===== config.mk =====
export PLATFORM = sky130hd
export DESIGN_NAME = id_ex_latch
export DESIGN_NICKNAME = d
export VERILOG_FILES = /design/src/rtl/id_ex_latch.sv
export SDC_FILE = /design/constraint.sdc
export NUM_CORES = 1
export LEC_CHECK = 0
export CAP_MARGIN = 20
export CELL_PAD_IN_SITES_DETAIL_PLACEMENT = 1
export CELL_PAD_IN_SITES_GLOBAL_PLACEMENT = 1
export CORE_MARGIN = 3
export CORE_UTILIZATION = 25
export DETAILED_ROUTE_END_ITERATION = 8
export PLACE_DENSITY = 0.83
export RECOVER_POWER = 50
export REMOVE_ABC_BUFFERS = 1
export SETUP_SLACK_MARGIN = 0.15
export SYNTH_ARGS = -nofsm -noshare
export SYNTH_HDL_FRONTEND = slang
export SYNTH_SLANG_ARGS = --single-unit
export TNS_END_PERCENT = 5

===== constraint.sdc =====
create_clock -name CLK -period 1.8 [get_ports CLK]
set_input_delay 0.36 -clock CLK [delete_from_list [all_inputs] [get_ports CLK]]
set_output_delay 0.36 -clock CLK [all_outputs]
set_load 0.1 [all_outputs]

===== src/rtl/id_ex_latch.sv =====
// ID/EX pipeline register with stall, flush-to-bubble, sticky halt freeze and saturating bubble count.
// Latency: one enabled rising edge from any *_in to its *_out; all outputs are registered.
// Backpressure: en=0 holds every output; flush squashes to a bubble; a latched halt freezes the stage until RST.
module id_ex_latch #(
    parameter int WORD_W = 32
) (
    input  logic              CLK,
    input  logic              RST,
    input  logic              en,
    input  logic              flush,
    input  logic              valid_in,
    input  logic [3:0]        aluop_in,
    input  logic              regwr_in,
    input  logic              memrd_in,
    input  logic              memwr_in,
    input  logic [1:0]        memtoreg_in,
    input  logic [1:0]        alusrc_in,
    input  logic [1:0]        regdst_in,
    input  logic              halt_in,
    input  logic [WORD_W-1:0] rdat1_in,
    input  logic [WORD_W-1:0] rdat2_in,
    input  logic [WORD_W-1:0] imm_in,
    input  logic [WORD_W-1:0] npc_in,
    input  logic [4:0]        rs_in,
    input  logic [4:0]        rt_in,
    input  logic [4:0]        rd_in,
    input  logic [4:0]        shamt_in,
    output logic              valid_out,
    output logic [3:0]        aluop_out,
    output logic              regwr_out,
    output logic              memrd_out,
    output logic              memwr_out,
    output logic [1:0]        memtoreg_out,
    output logic [1:0]        alusrc_out,
    output logic [1:0]        regdst_out,
    output logic              halt_out,
    output logic [WORD_W-1:0] rdat1_out,
    output logic [WORD_W-1:0] rdat2_out,
    output logic [WORD_W-1:0] imm_out,
    output logic [WORD_W-1:0] npc_out,
    output logic [4:0]        rs_out,
    output logic [4:0]        rt_out,
    output logic [4:0]        rd_out,
    output logic [4:0]        shamt_out,
    output logic [15:0]       bubble_cnt
);

    typedef struct packed {
        logic              valid;
        logic [3:0]        aluop;
        logic              regwr;
        logic              memrd;
        logic              memwr;
        logic [1:0]        memtoreg;
        logic [1:0]        alusrc;
        logic [1:0]        regdst;
        logic              halt;
        logic [WORD_W-1:0] rdat1;
        logic [WORD_W-1:0] rdat2;
        logic [WORD_W-1:0] imm;
        logic [WORD_W-1:0] npc;
        logic [4:0]        rs;
        logic [4:0]        rt;
        logic [4:0]        rd;
        logic [4:0]        shamt;
    } stage_t;

    stage_t      r_q;
    stage_t      w_load;
    logic [15:0] r_bubble_cnt;
    logic        w_frozen;
    logic        w_bubble;

    // A latched halt freezes the whole stage; only RST releases it.
    assign w_frozen = r_q.halt;

    // A bubble enters on a squash, or on an advance carrying no real instruction.
    assign w_bubble = !w_frozen && (flush || (en && !valid_in));

    // Build the value an enabled edge loads; side-effecting enables are gated by valid_in.
    always_comb begin
        w_load          = '0;
        w_load.valid    = valid_in;
        w_load.aluop    = aluop_in;
        w_load.regwr    = regwr_in & valid_in;
        w_load.memrd    = memrd_in & valid_in;
        w_load.memwr    = memwr_in & valid_in;
        w_load.memtoreg = memtoreg_in;
        w_load.alusrc   = alusrc_in;
        w_load.regdst   = regdst_in;
        w_load.halt     = halt_in & valid_in;
        w_load.rdat1    = rdat1_in;
        w_load.rdat2    = rdat2_in;
        w_load.imm      = imm_in;
        w_load.npc      = npc_in;
        w_load.rs       = rs_in;
        w_load.rt       = rt_in;
        w_load.rd       = rd_in;
        w_load.shamt    = shamt_in;
    end

    // Stage register: reset > halt freeze > flush > advance > hold.
    always_ff @(posedge CLK) begin
        if (RST) begin
            r_q <= '0;
        end else if (w_frozen) begin
            r_q <= r_q;
        end else if (flush) begin
            r_q <= '0;
        end else if (en) begin
            r_q <= w_load;
        end
    end

    // Saturating count of bubbles inserted; never wraps.
    always_ff @(posedge CLK) begin
        if (RST) begin
            r_bubble_cnt <= '0;
        end else if (w_bubble && (r_bubble_cnt != 16'hFFFF)) begin
            r_bubble_cnt <= r_bubble_cnt + 16'd1;
        end
    end

    assign valid_out    = r_q.valid;
    assign aluop_out    = r_q.aluop;
    assign regwr_out    = r_q.regwr;
    assign memrd_out    = r_q.memrd;
    assign memwr_out    = r_q.memwr;
    assign memtoreg_out = r_q.memtoreg;
    assign alusrc_out   = r_q.alusrc;
    assign regdst_out   = r_q.regdst;
    assign halt_out     = r_q.halt;
    assign rdat1_out    = r_q.rdat1;
    assign rdat2_out    = r_q.rdat2;
    assign imm_out      = r_q.imm;
    assign npc_out      = r_q.npc;
    assign rs_out       = r_q.rs;
    assign rt_out       = r_q.rt;
    assign rd_out       = r_q.rd;
    assign shamt_out    = r_q.shamt;
    assign bubble_cnt   = r_bubble_cnt;

endmodule


After elaboration in Yosys (flattened, before gate mapping)
Cells that the tools add are included.
Widths: inputs -> output; s select.
{"block": "classes", "add_sub_neg": 1, "n_eq_ne": 1, "n_mux": 3, "n_bitwise": 5, "n_reduce_logical": 8}
{"op": "$mux 163", "n": 2}
{"op": "$mux 149", "n": 1}
{"op": "$add 16x1->16 const B", "n": 1}
{"op": "$ne 16x16->1 const B", "n": 1}
{"op": "$and 1x1->1", "n": 4}
{"op": "$logic_and 1x1->1", "n": 3}
{"op": "$logic_not 1->1", "n": 2}
{"op": "$reduce_and 2->1", "n": 1}
{"op": "$reduce_bool 2->1", "n": 1}
{"op": "$logic_or 1x1->1", "n": 1}
{"op": "$not 1->1", "n": 1}
{"block": "word_totals", "ff_bits": 179, "in_bits": 167, "out_inout_bits": 179, "wordCells": 36}

Depth between registers and ports, before layout
Gate-level depths: netlist (run 1).
{"block": "depth", "depth_word": 5, "depth_mapped": 8, "mapped_depth_nobuf": 5}

Least setup slack after synthesis (run 1)
OpenSTA, ideal clock, no wires.
{"block": "synth_path", "path_type": "register -> register", "startpoint": "reg r_bubble_cnt[1], in the netlist bubble_cnt[1]", "endpoint": "reg r_bubble_cnt[9], in the netlist bubble_cnt[9]", "setup_ns": 0.121, "arrival_time_ns": 2.433, "t_required_ns": 1.679, "setup_slack_ns": -0.754, "stages_incl_launch_ff": 6, "n_path_buf": 0, "synth_period_minus_slack_ns": 2.554, "path_cell_list": "dfxtp_1 > ha_1 > nand4_4 > nor4_4 > nor4b_1 > mux2_2"}
{"block": "synth_between", "elab_chain_len": 2, "elab_cells_between_ends": 3, "classes_between": "add/sub (1); eq/ne (1); reduce/logical (1)"}
{"element": "start: declaration", "line": "70", "rtl": "logic [15:0] r_bubble_cnt;"}
{"element": "start signal: assignment", "line": "120", "rtl": "r_bubble_cnt <= r_bubble_cnt + 16'd1;"}
{"element": "parallel branches: the longest is 2 deep, another holds $add 16x1->16"}
Several ways; the timed one is not identified.
A chain may end at the register's enable or synchronous reset.

Final worst setup path (run 1)
{"block": "layout_path", "startpoint": "reg r_bubble_cnt[9], in the netlist bubble_cnt[9]", "endpoint": "reg r_bubble_cnt[15], in the netlist bubble_cnt[15]"}
Same word-level chain as after synthesis.

==> qor.csv, run 1 <==
metric,value,unit
place_area,12400,sq um
synth-main-ff-cell,dfxtp_1,
gp_congestion,0.759,
powerDensity,945,nW/um^2
post-route-min-period,1.70,ns
drc,0,
synth_seq_area_share,0.573,
power_frac_comb,0.212,
fmax,590,MHz
synth_area,6260,sq um
min_path_cells,2,
yosysMostFrequentCell,dfxtp_1,
p_leak,4.40,nW
hold_viol_final,0,
ant_nets,0,
rsz0062_at_grt,true,
r2r_cells,5,
die_w,164,um
antenna_cells,0,
synth_common_cells,"dfxtp_1, nor2_1, a22oi_1",
clock_sinks,179,
synth_top_area_share,0.573,
chipHeight,164,um
portBuffers,345,
fin_nets,1187,
maxCapViolations,0,
regArea,3590,sq um
grt_max_degree,82,
slowest_stage,mux2_2,
wirelength,27400,um
ios,346,
cts_tree,built,
critPathMaxStageDelay,0.38,ns
dr.pass1.iters,5,
yosysTopAreaCell,dfxtp_1,
core-area,24500,sq um
path_class,reg -> reg,
clkPwrFrac,0.375,
synth_edf_count,0,
drtIter0Drc,331,
clock-root-buffer,clkbuf_16,
crit_buf_inv,1,
grt_pass1_wl,41000,um
cp_num_cells,5,
cts_hold_buf,0,
critical_path_peak_fanout,6,
status,finished clean,
maxSlewHeadroom,0.610,
final_max_slew_viol_count,0,
ys_ff_latch,179,
power_switching,3.37,mW
grt_overflow,0,
fillCellCount,2797,
swShare,0.335,
finalCritPeriodShare,0.942,
p_seq_frac,0.414,
dp_hpwl,20500,um
total_power,10.1,mW
required,2.12,ns
setup_violations,0,
ys.warnings.count,0,
syn_inst,648,
dieArea,27000,sq um
num_rows,57,
syn2layout_area_growth,70.2,%
htreeDepth,4,
ir_drop,0.431,mV
path_delay_family,simple AND/OR/NAND/NOR gates,
synthArstFlopShare,0,
vias,6628,
vias_per_cell,4.89,
cts_max_path_buffers,2,
multi_input_area,2550,sq um
start_kind,flip-flop,
synth_area_per_cell,9.66,sq um
worstSetupEndpointType,flip-flop,
tightest_slew,0.588,ns
design_area,10700,sq um
grt_pass1_vias,7360,
power.internal,6.70,mW
wl_per_cell,20.2,um
cts_made_buffers,17,
path_clk_slew,0.08,ns
cp.arrival,2.02,ns
grt_use_total,0.194,
hp-class,in -> reg,
grt_antenna_before_repair,0,
skew,0.0102,ns
initial_utilization,0.256,
synth_cell_types,36,
clkLatencyLatePin,0.43,ns
synth_area_leaders,"dfxtp_1, a22oi_1, nor2_1",
drive_gt1_frac,0.302,
crit_chain,buf_4 -> and4_1 -> nand3_1 -> nor4_2 -> mux2_2,
[power by group through the flow]
stage	sequential, mW	clock [mW]	combinational [mW]
after floorplan	5.17	0	0.316
after global placement	4.31	0	2.47
after detailed placement	4.32	0	2.52
after CTS	4.23	3.87	2.53
after global routing	4.18	4.07	2.23
final	4.16	3.78	2.13
[worst paths after layout]
kind | from | to | slack, ns
worst max-delay path | bubble_cnt[9] | bubble_cnt[15] | 0.10
worst min-delay path | RST | rdat1_out[2] | 0.31
worst max register to register | bubble_cnt[9] | bubble_cnt[15] | 0.10
worst min register to register | rd_out[4] | rd_out[4] | 0.50
[cell usage in the layout (no fill, tap or decap), types with 3 or more instances in the layout]
| cell | count |
|---|---|
| dfxtp_1 | 175 |
| inv_8 | 5 |
| nand3_1 | 7 |
| a22oi_1 | 159 |
| dfxtp_2 | 4 |
| buf_2 | 12 |
| clkinv_4 | 4 |
| inv_1 | 3 |
| a21oi_2 | 3 |
| mux2_2 | 6 |
| o31ai_1 | 7 |
| clkdlybuf4s50_1 | 162 |
| clkbuf_16 | 17 |
| or4_4 | 4 |
| a32oi_1 | 3 |
| buf_4 | 41 |
| nor2b_1 | 6 |
| buf_12 | 35 |
| nor2_1 | 170 |
| nor4_2 | 4 |
| nand4_1 | 3 |
| dlymetal6s2s_1 | 3 |
| a21oi_1 | 6 |
| clkbuf_2 | 154 |
| or4_1 | 4 |
| nand2_1 | 3 |
[state kept, by name (all words and copies together), names as in the netlist]
| register | cells |
|---|---|
| aluop_out | 4 |
| alusrc_out | 2 |
| bubble_cnt | 16 |
| halt_out | 1 |
| imm_out | 32 |
| memrd_out | 1 |
| memtoreg_out | 2 |
| memwr_out | 1 |
| npc_out | 32 |
| rd_out | 5 |
| rdat1_out | 32 |
| rdat2_out | 32 |
| regdst_out | 2 |
| regwr_out | 1 |
| rs_out | 5 |
| rt_out | 5 |
| shamt_out | 5 |
| valid_out | 1 |
[layout make-up]
type | count | share of cell area
Clock buffer | 19 | 0.0425
Clock inverter | 13 | 0.0132
Inverter | 4 | 0.00141
Multi-Input combinational cell | 409 | 0.239
Sequential cell | 179 | 0.337
Tap cell | 324 | 0.0381
Timing Repair Buffer | 408 | 0.329
[repair_timing]
action / in CTS / in global routing
resized for setup: 7 / 21
setup endpoints to repair: 16 / 53
pin swaps: 3 / 4
buffers inserted: 0 / 4
cloned: 0 / 1
[stage by stage]
stage | util | hold slack [ns] | std cells | setup WS, ns | TNS (ns)
floorplan | - | 0.429 | 591 | -4.28 | -704.25
global placement | 0.506 | 0.526 | 1319 | -0.281 | -10.11
detailed placement | 0.506 | 0.554 | 1319 | -0.431 | -17.71
CTS | 0.531 | 0.285 | 1351 | 0.0661 | 0
global route | 0.435 | 0.306 | 1356 | 0.0375 | 0
finish | 0.435 | 0.305 | 1356 | 0.104 | 0
[kinds of logic after synthesis]
| family | Yosys count | share of synthesized area |
|---|---|---|
| AOI/OAI and AO/OA | 186 | 0.221 |
| buffers and inverters | 61 | 0.0412 |
| adders and majority gates | 1 | 0.00200 |
| muxes | 6 | 0.0108 |
| and+or+nand+nor | 215 | 0.153 |
| DFF | 179 | 0.573 |
[layer usage]
layer / vias to the layer above / routed length (um) / part of all wire / track usage
li1: 3081 / - / - / -
met1: 3244 / 10200 / 0.37 / 0.207
met2: 242 / 14400 / 0.53 / 0.356
met3: 61 / 1900 / 0.069 / 0.0610
met4: 0 / 912 / 0.033 / 0.0734
met5: - / 0 / 0 / 0
Note: power is estimated with default switching activity, not from simulation.
==> inputs of run 2 (changes only) <==
GPL_ROUTABILITY_DRIVEN = 0   (was unset)
==> results of run 2 <==
Same layout as run 1: the final DEF is identical, and so are final timing and power.
